**src/rtl/fht_reorder_ctrl_if.sv**
```systemverilog
// fht_reorder_ctrl_if
//   Bundles the start/status handshake, the source-RAM read port and the
//   destination-RAM write port of the FHT -> IFHT reorder sequencer.
//   Signal names keep the original i*/o* port names of the controller.
//   master : controller view (drives o*, samples i*)
//   slave  : RAM / pipeline view (drives i*, samples o*)
//   iSTART, iBYPASS_REV   start request and linear-order select
//   oRE, oADDR_RD         source read strobe and line address (all banks)
//   iDATA_0..iDATA_3      source bank read data
//   oDATA, oADDR_WR, oWE  destination write data, line address, bank enables
//   oSTART_IFHT           one-cycle start pulse to the IFHT
//   oBUSY, oRDY           transfer in progress / transfer complete
interface fht_reorder_ctrl_if #(
   parameter int D_BIT = 16,
   parameter int A_BIT = 8
);
   logic             iSTART;
   logic             iBYPASS_REV;
   logic             oRE;
   logic [A_BIT-1:0] oADDR_RD;
   logic [D_BIT-1:0] iDATA_0;
   logic [D_BIT-1:0] iDATA_1;
   logic [D_BIT-1:0] iDATA_2;
   logic [D_BIT-1:0] iDATA_3;
   logic [D_BIT-1:0] oDATA;
   logic [A_BIT-1:0] oADDR_WR;
   logic [3:0]       oWE;
   logic             oSTART_IFHT;
   logic             oBUSY;
   logic             oRDY;

   modport master (
      input  iSTART, iBYPASS_REV, iDATA_0, iDATA_1, iDATA_2, iDATA_3,
      output oRE, oADDR_RD, oDATA, oADDR_WR, oWE, oSTART_IFHT, oBUSY, oRDY
   );

   modport slave (
      output iSTART, iBYPASS_REV, iDATA_0, iDATA_1, iDATA_2, iDATA_3,
      input  oRE, oADDR_RD, oDATA, oADDR_WR, oWE, oSTART_IFHT, oBUSY, oRDY
   );
endinterface

```
**src/rtl/fht_reorder_ctrl.sv**
```systemverilog
// fht_reorder_ctrl
//   Moves a finished FHT result out of a 4-bank transform RAM into the input
//   RAM of the IFHT instance. Source lines are read in bit-reversed order
//   (or linear order when bypass is latched), one line every 4 cycles; each
//   line is captured into a 4-word buffer and written back one bank per
//   clock at the natural line address. After the last write the IFHT start
//   is pulsed for one cycle and oRDY is raised.
// Ports:
//   iCLK    clock
//   iRESET  synchronous reset, active-high
//   bus     fht_reorder_ctrl_if.master (start/status, read port, write port)
module fht_reorder_ctrl #(
   parameter int D_BIT  = 16,
   parameter int A_BIT  = 8,
   parameter int RD_LAT = 2
) (
   input logic                 iCLK,
   input logic                 iRESET,
   fht_reorder_ctrl_if.master  bus
);

   typedef enum logic [1:0] {
      ST_IDLE,
      ST_RUN,
      ST_DONE
   } state_t;

   state_t            state;
   logic              bypass;
   logic [1:0]        rd_phase;
   logic [A_BIT-1:0]  rd_line;
   logic              rd_pending;
   logic [RD_LAT-1:0] re_pipe;
   logic [D_BIT-1:0]  line_buf [4];
   logic [A_BIT-1:0]  wr_line;
   logic [1:0]        wr_bank;
   logic              re_q;
   logic [A_BIT-1:0]  addr_rd_q;
   logic [A_BIT-1:0]  addr_wr_q;
   logic [3:0]        we_q;
   logic              start_q;
   logic              busy_q;
   logic              rdy_q;
   logic [D_BIT-1:0]  data_mux;
   logic              capture;

   function automatic logic [A_BIT-1:0] rd_map(input logic [A_BIT-1:0] line,
                                               input logic lin);
      logic [A_BIT-1:0] r;
      for (int unsigned i = 0; i < A_BIT; i++) begin
         r[i] = line[A_BIT-1-i];
      end
      return lin ? line : r;
   endfunction

   // Read data for the line issued RD_LAT cycles ago is on the bus now.
   assign capture = re_pipe[RD_LAT-1];

   always_ff @(posedge iCLK) begin
      if (iRESET) begin
         state      <= ST_IDLE;
         bypass     <= 1'b0;
         rd_phase   <= '0;
         rd_line    <= '0;
         rd_pending <= 1'b0;
         re_pipe    <= '0;
         for (int unsigned b = 0; b < 4; b++) begin
            line_buf[b] <= '0;
         end
         wr_line    <= '0;
         wr_bank    <= '0;
         re_q       <= 1'b0;
         addr_rd_q  <= '0;
         addr_wr_q  <= '0;
         we_q       <= '0;
         start_q    <= 1'b0;
         busy_q     <= 1'b0;
         rdy_q      <= 1'b0;
      end else begin
         re_pipe <= (re_pipe << 1) | RD_LAT'(re_q);
         start_q <= 1'b0;
         case (state)
            ST_IDLE: begin
               if (bus.iSTART) begin
                  state      <= ST_RUN;
                  bypass     <= bus.iBYPASS_REV;
                  // line 0 maps to address 0 in either order
                  re_q       <= 1'b1;
                  addr_rd_q  <= '0;
                  rd_line    <= A_BIT'(1);
                  rd_pending <= 1'b1;
                  rd_phase   <= '0;
                  wr_line    <= '0;
                  wr_bank    <= '0;
                  we_q       <= '0;
                  rdy_q      <= 1'b0;
                  busy_q     <= 1'b1;
               end
            end

            ST_RUN: begin
               rd_phase <= rd_phase + 2'd1;
               re_q     <= 1'b0;
               if (rd_phase == 2'd3 && rd_pending) begin
                  re_q      <= 1'b1;
                  addr_rd_q <= rd_map(rd_line, bypass);
                  rd_line   <= rd_line + 1'b1;
                  if (rd_line == '1) begin
                     rd_pending <= 1'b0;
                  end
               end

               // In steady state the capture of line k coincides with the
               // bank-3 write of line k-1; that write reads line_buf before
               // this edge reloads it, so capture takes priority here.
               if (capture) begin
                  line_buf[0] <= bus.iDATA_0;
                  line_buf[1] <= bus.iDATA_1;
                  line_buf[2] <= bus.iDATA_2;
                  line_buf[3] <= bus.iDATA_3;
                  we_q        <= 4'b0001;
                  wr_bank     <= '0;
                  addr_wr_q   <= wr_line;
                  wr_line     <= wr_line + 1'b1;
               end else if (we_q[3]) begin
                  we_q <= '0;
                  if (addr_wr_q == '1) begin
                     state   <= ST_DONE;
                     start_q <= 1'b1;
                     rdy_q   <= 1'b1;
                     busy_q  <= 1'b0;
                  end
               end else if (we_q != '0) begin
                  we_q    <= we_q << 1;
                  wr_bank <= wr_bank + 2'd1;
               end
            end

            ST_DONE: begin
               state <= ST_IDLE;
            end

            default: begin
               state <= ST_IDLE;
            end
         endcase
      end
   end

   always_comb begin
      data_mux = '0;
      if (we_q != '0) begin
         data_mux = line_buf[wr_bank];
      end
   end

   assign bus.oRE         = re_q;
   assign bus.oADDR_RD    = addr_rd_q;
   assign bus.oDATA       = data_mux;
   assign bus.oADDR_WR    = addr_wr_q;
   assign bus.oWE         = we_q;
   assign bus.oSTART_IFHT = start_q;
   assign bus.oBUSY       = busy_q;
   assign bus.oRDY        = rdy_q;

endmodule

```
**src/flat_wrapper.sv**
```systemverilog
// flat-port wrapper written by rule: the top's interface ports become plain ports
module fht_reorder_ctrl_flat 
#(
   parameter int D_BIT  = 16,
   parameter int A_BIT  = 8,
   parameter int RD_LAT = 2
)
  (iCLK, iRESET, bus_iSTART, bus_iBYPASS_REV, bus_iDATA_0, bus_iDATA_1, bus_iDATA_2, bus_iDATA_3, bus_oRE, bus_oADDR_RD, bus_oDATA, bus_oADDR_WR, bus_oWE, bus_oSTART_IFHT, bus_oBUSY, bus_oRDY);
  fht_reorder_ctrl_if #(.D_BIT(D_BIT), .A_BIT(A_BIT)) bus_i ();
  input logic iCLK;
  input logic iRESET;
  input wire logic [$bits(bus_i.iSTART)-1:0] bus_iSTART;
  input wire logic [$bits(bus_i.iBYPASS_REV)-1:0] bus_iBYPASS_REV;
  input wire logic [$bits(bus_i.iDATA_0)-1:0] bus_iDATA_0;
  input wire logic [$bits(bus_i.iDATA_1)-1:0] bus_iDATA_1;
  input wire logic [$bits(bus_i.iDATA_2)-1:0] bus_iDATA_2;
  input wire logic [$bits(bus_i.iDATA_3)-1:0] bus_iDATA_3;
  output wire logic [$bits(bus_i.oRE)-1:0] bus_oRE;
  output wire logic [$bits(bus_i.oADDR_RD)-1:0] bus_oADDR_RD;
  output wire logic [$bits(bus_i.oDATA)-1:0] bus_oDATA;
  output wire logic [$bits(bus_i.oADDR_WR)-1:0] bus_oADDR_WR;
  output wire logic [$bits(bus_i.oWE)-1:0] bus_oWE;
  output wire logic [$bits(bus_i.oSTART_IFHT)-1:0] bus_oSTART_IFHT;
  output wire logic [$bits(bus_i.oBUSY)-1:0] bus_oBUSY;
  output wire logic [$bits(bus_i.oRDY)-1:0] bus_oRDY;
  assign bus_i.iSTART = bus_iSTART;
  assign bus_i.iBYPASS_REV = bus_iBYPASS_REV;
  assign bus_i.iDATA_0 = bus_iDATA_0;
  assign bus_i.iDATA_1 = bus_iDATA_1;
  assign bus_i.iDATA_2 = bus_iDATA_2;
  assign bus_i.iDATA_3 = bus_iDATA_3;
  assign bus_oRE = bus_i.oRE;
  assign bus_oADDR_RD = bus_i.oADDR_RD;
  assign bus_oDATA = bus_i.oDATA;
  assign bus_oADDR_WR = bus_i.oADDR_WR;
  assign bus_oWE = bus_i.oWE;
  assign bus_oSTART_IFHT = bus_i.oSTART_IFHT;
  assign bus_oBUSY = bus_i.oBUSY;
  assign bus_oRDY = bus_i.oRDY;
  fht_reorder_ctrl #(.D_BIT(D_BIT), .A_BIT(A_BIT), .RD_LAT(RD_LAT)) u_core (.iCLK(iCLK), .iRESET(iRESET), .bus(bus_i));
endmodule
```
**config.mk**
```make
export PLATFORM = sky130hd
export DESIGN_NAME = fht_reorder_ctrl_flat
export DESIGN_NICKNAME = d
export VERILOG_FILES = /design/src/rtl/fht_reorder_ctrl_if.sv /design/src/rtl/fht_reorder_ctrl.sv /design/src/flat_wrapper.sv
export SDC_FILE = /design/constraint.sdc
export NUM_CORES = 1
export LEC_CHECK = 0
export ABC_AREA = 1
export ABC_CLOCK_PERIOD_IN_PS = 3100
export CORE_MARGIN = 5
export CORE_UTILIZATION = 28
export CTS_BUF_LIST = sky130_fd_sc_hd__clkbuf_8
export DETAILED_ROUTE_END_ITERATION = 7
export SETUP_SLACK_MARGIN = 0.4
export SLEW_MARGIN = 20
export SYNTH_ARGS = -nofsm -noshare
export SYNTH_HDL_FRONTEND = slang
export SYNTH_SLANG_ARGS = --single-unit
```
**constraint.sdc**
```tcl
create_clock -name iCLK -period 3.1 [get_ports iCLK]
set_clock_uncertainty 0.15 [all_clocks]
set_input_delay 0.62 -clock iCLK [delete_from_list [all_inputs] [get_ports iCLK]]
set_output_delay 0.62 -clock iCLK [all_outputs]
set_load 0.005 [all_outputs]
```
After elaboration in Yosys (flattened, before gate mapping)
Memories as Yosys holds them, arrays and structs flattened. A register that Yosys moved wholly into a read port is not among the register bits.
Index checks and enable logic that the tools add are counted.
- flip-flop bits (word level): 50
- bits in latches: 0
- RAM bits: 64
- memory bits (read-only): 0
- input bits: 68
- output and inout port bits: 40
- word-level logic and storage cells: 111
- memories kept: 1
- $add $sub $neg: 4
- multipliers: 0
- div/mod/pow operators: 0
- $lt $le $gt $ge: 0
- equal/unequal tests: 14
- shifts and indexed selects: 0
- multiplexer cells: 54
- bitwise operators: 7
- reduce and logical (&&, ||, !) cells: 15
- memories (name ; words ; width ; rd ports ; clocked after Yosys merged registers in ; write ports ; line ; text):
    u_core.line_buf ; 4 ; 16 ; 1 ; 1 ; 4 ; fht_reorder_ctrl.sv:34 ; logic [D_BIT-1:0] line_buf [4];
- operator list (kind ; count):
    two-way mux 16 bit ; 5
    two-way mux 8 bit ; 6
    one-hot mux 8 bit (2 select lines) ; 3
    two-way mux 2 bit ; 10
    two-way mux 1 bit ; 18
    adder 8 x 1 -> 8 bit (second input constant) ; 2
    == test 8 bit (second input constant) ; 2
    two-way mux 4 bit ; 4
    one-hot mux 2 bit (2 select lines) ; 3
    AND reduction 4 bit ; 3
    != test 2 x 1 -> 1 bit (second input constant) ; 5
    AND reduction 3 bit ; 3
    one-hot mux 1 bit (2 select lines) ; 4
    one-hot mux 4 bit (2 select lines) ; 1
    AND reduction 2 bit ; 3
    AND reduction 5 bit ; 1
    adder 2 x 1 -> 2 bit (second input constant) ; 2
    != test 2 bit (second input constant) ; 2
    != test 4 x 1 -> 1 bit (second input constant) ; 1
    bitwise OR 1 bit ; 4
    nonzero test 4 bit ; 1
    OR reduction 4 bit ; 1
    != test 3 x 1 -> 1 bit (second input constant) ; 1
    != test 3 x 2 -> 1 bit (second input constant) ; 1
    7 further kinds ; 8

Depth between registers and ports, before layout
- depth after elaboration: 7
- depth in mapped cells: 9
- depth with buffers taken out: 9

Worst setup path after synthesis
OpenSTA, ideal clock, no wires.
- path type: input-to-reg
- start point: input iRESET
- end point: memory u_core.line_buf[0][0], enable pin
- setup time: 0.424 ns
- arrival: 2.355 ns
- required time: 2.526 ns
- path slack: 0.171 ns
- stages on the path: 3
- buffers on the path: 1
- cell sequence: clkinv_1 -> clkbuf_1 -> nand2_1
- RTL lines (what ; line ; text):
    start, declared ; flat_wrapper.sv:11 ; input logic iRESET;
    end, declared ; fht_reorder_ctrl.sv:34 ;

==> metrics.md <==
| Metric | Value |
|---|---|
| Outcome | `finished, final reports clean` |
| Reg2reg path depth | `6` |
| Synth area leader | `edfxtp_1` |
| Die height | `147 microns` |
| Mean post-synth cell area | `8.15 sq um` |
| Tot Pwr | `0.00366 W` |
| Inserted Clock Buffers | `17` |
| First-pass GRT wire length | `22200 microns` |
| Vias in the first global route | `4341` |
| Via/cell ratio | `4.42` |
| Placed cell area | `6580 sq um` |
| CP Class | `reg2out` |
| Seq pwr share | `0.463` |
| Switching pwr | `0.000863 W` |
| Req. time, crit path | `2.33 ns` |
| Top-count cell post-synth | `nor2_1` |
| Min Tclk post-route | `2.59 ns` |
| Clock transition at path regs | `0.07 ns` |
| Synth Cell Area | `5240 sq um` |
| Measured slew at the worst slew-check pin | `0.519 ns` |
| Crit path max-delay cell type | `dfxtp_4` |
| Avg WL per Cell | `13.5 microns` |
| Max Cap Viol | `0` |
| Cells after Synth | `643` |
| Longest Clk Path Bufs | `2` |
| Combinational share of power | `0.092` |
| Worst path top cell family by delay | `buffers and inverters` |
| WP data arrival | `1.82 ns` |
| Type of element launching the critical path | `flip-flop` |
| Core region area | `18600 sq um` |
| Max incr delay on CP | `0.39 ns` |
| Post-synth top area share | `0.367` |
| Via count | `4457` |
| Setup TNS | `0 ns` |
| Reg2Reg Capture Point | `u_core.rd_line[3]` |
| Final hold violation count | `0` |
| Synth Register Bits | `116` |
| Internal power | `0.00280 W` |
| Clock latency at the later pin of the worst-skew pair | `0.43 ns` |
| Diode count | `0` |
| Largest net degree at the start of global routing | `65` |
| Worst Hold Endpoint | `u_core.re_pipe[1]` |
| # rows | `50` |
| Hold buffers post-CTS | `0` |
| Setup WS pre-CTS | `0.525 ns` |
| Switching power share of the total | `0.236` |
| Yosys cell types | `27` |
| Syn nets | `714` |
| Die width | `147 microns` |
| Final net count | `832` |
| Async S/R FF share, synth | `0` |
| CP max FO | `5` |
| Hold_sp | `u_core.re_pipe[0]` |
| Yosys warns | `0` |
| Total die area | `21600 sq um` |
| Clock Power Share | `0.445` |
| R2R setup slack | `1.16 ns` |
| Area growth, synth to finish | `37.1%` |
| Layout Cells excl Fill | `1008` |
| VDD IR max | `223 uV` |
| DRC Markers | `0` |
| Max_slew headroom | `0.653` |
| Top cells by area, synth | `edfxtp_1 (37%), dfxtp_1 (20%), nor2_1 (11%), inv_1 (6.9%), nand2_1 (5.9%)` |
| Crit path depth | `5` |
| P_leak | `3.02 nW` |
| GPL Wtd Cong | `0.821` |
| Post-synth EDFFs | `64` |
| Worst setup slack after layout | `0.509 ns` |
| I/O Pins | `108` |
| PortBufs | `107` |
| Synth Flop Type | `edfxtp_1` |
| H-tree levels | `4` |
| Crit end category | `output pin` |
| Register area share after synthesis | `0.565` |
| Hold path depth | `2` |
| Hpwl dp | `9370 microns` |
| Proportion of layout cells with a drive suffix above 1 | `0.0995` |
| Design area | `7190 sq um` |
| Total GRT Usage | `0.128` |
| CTS tree | `built` |
| Initial core utilization | `0.282` |
| Max frequency | `386 MHz` |
| Power density cells | `510 nW/um^2` |
| Critical path buffer and inverter count | `3` |
| Fill count | `1923` |
| Antenna violations before repair | `0` |
| Crit path cell chain | `buf_4 > clkinvlp_2 > o21ai_0 > a21oi_1 > dlygate4sd2_1` |
| Grt ovf | `0` |
| Slew Limit Fails | `0` |
| Root buffer cell | `clkbuf_8` |
| Post-route ant nets | `0` |
| Initial DRC Count | `281` |
| Final setup vio count | `0` |
| Drt first pass iters | `4` |
| RSZ-0062 raised after global routing | `yes` |
| Clock Sink Count | `116` |
| R2r startpoint | `u_core.state[0]` |
| HP Class | `reg2reg` |
| Top post-synthesis cells by count | `nor2_1 (160), inv_1 (97), nand2_1 (83)` |
| DRT Wirelength | `13600 microns` |
| Final Cycle Share | `0.836` |
| Dpl cells | `966` |
[cell type report]
class                           count  area [sq um]  share of cell area
Sequential cell                   116          2970               0.414
Multi-Input combinational cell    400          1800               0.250
Timing Repair Buffer              125          1270               0.177
Inverter                          100           387              0.0538
Tap cell                          234           293              0.0407
Clock buffer                       17           234              0.0326
Clock inverter                     15           228              0.0317
Timing Repair inverter              1          5.00            0.000697
[worst max path at each step]
stage,start,end,slack [ns]
finish,flip-flop,bus_oDATA[8],0.51
detailed placement,flip-flop,bus_oDATA[4],0.53
floorplan,iRESET,u_core.line_buf[0][0],0.77
global route,flip-flop,bus_oDATA[8],0.36
CTS,flip-flop,bus_oDATA[4],0.26
global placement,flip-flop,bus_oDATA[4],0.54
[per-stage QoR]
step	hold slack, ns	util
floorplan	0.238	-
global placement	0.251	0.354
detailed placement	0.251	0.354
CTS	0.262	0.385
global route	0.288	0.387
finish	0.262	0.387
[placed cells by master, fill, tap and decap left out, types with 2 or more instances in the layout]
master,instances
inv_2,3
xor2_1,2
dfxtp_1,47
clkbuf_8,17
nand3_1,22
a211oi_1,5
nor2_2,3
ha_1,3
clkinvlp_4,4
a21oi_1,50
clkinv_4,2
clkdlybuf4s50_1,91
nand2_1,81
buf_12,5
dlygate4sd2_1,14
o21ai_0,48
inv_6,5
edfxtp_1,64
dfxtp_2,4
nor2_1,160
nand4_1,6
buf_4,12
bufinv_16,5
o21ai_1,4
nand2_2,7
inv_1,94
[logic make-up (layout without fill, tap and decap cells)]
kind of cell             count (synthesis)  count (layout)  synth area share
buffers and inverters                  127             258            0.0953
AO/OA/AOI/OAI                          110             110             0.108
AND/OR/NAND/NOR                        285             285             0.220
adder cells (fa/ha/maj)                  3               3           0.00716
flip-flops                             116             116             0.565
XOR/XNOR                                 2               2           0.00334
[power by group through the flow]
stage               sequential [W]  clock, W  combinational (W)
floorplan                  0.00173         0           0.000164
global placement           0.00173         0           0.000318
detailed placement         0.00173         0           0.000320
CTS                        0.00170   0.00167           0.000337
global route               0.00170   0.00175           0.000377
finish                     0.00170   0.00163           0.000335
[per-layer routing]
metal	global-route usage	vias up	routed length [microns]
met1	0.169	2047	6320
li1	-	2287	-
met2	0.207	113	6420
met5	0	-	0
met4	0.0296	0	91
met3	0.0395	10	753
[worst min-delay path, cell delays in order, from the launching register on]
cell and delay (ns):
dfxtp_1 0.30, inv_1 0.05, nor2_1 0.03
[registers in the layout (all words and copies together), names as in the netlist, named ones only]
name	cells
u_core.bus.oADDR_WR	8
u_core.wr_bank	2
u_core.bus.oBUSY	1
u_core.bus.oRDY	1
u_core.wr_line	8
u_core.bus.oWE	4
u_core.rd_pending	1
u_core.state	2
u_core.rd_line	8
u_core.line_buf	64
u_core.bus.oADDR_RD	8
u_core.bus.oRE	1
u_core.bypass	1
u_core.re_pipe	2
u_core.bus.oSTART_IFHT	1
u_core.rd_phase	2
[timing repair]
item / in CTS / in global routing
setup buffers: 6 / 2
pin swaps: 0 / 2
endpoints found under the setup margin: 16 / 3
resized for setup: 26 / 10
gates cloned: 2 / 0
(Power assumes the default switching activity.)
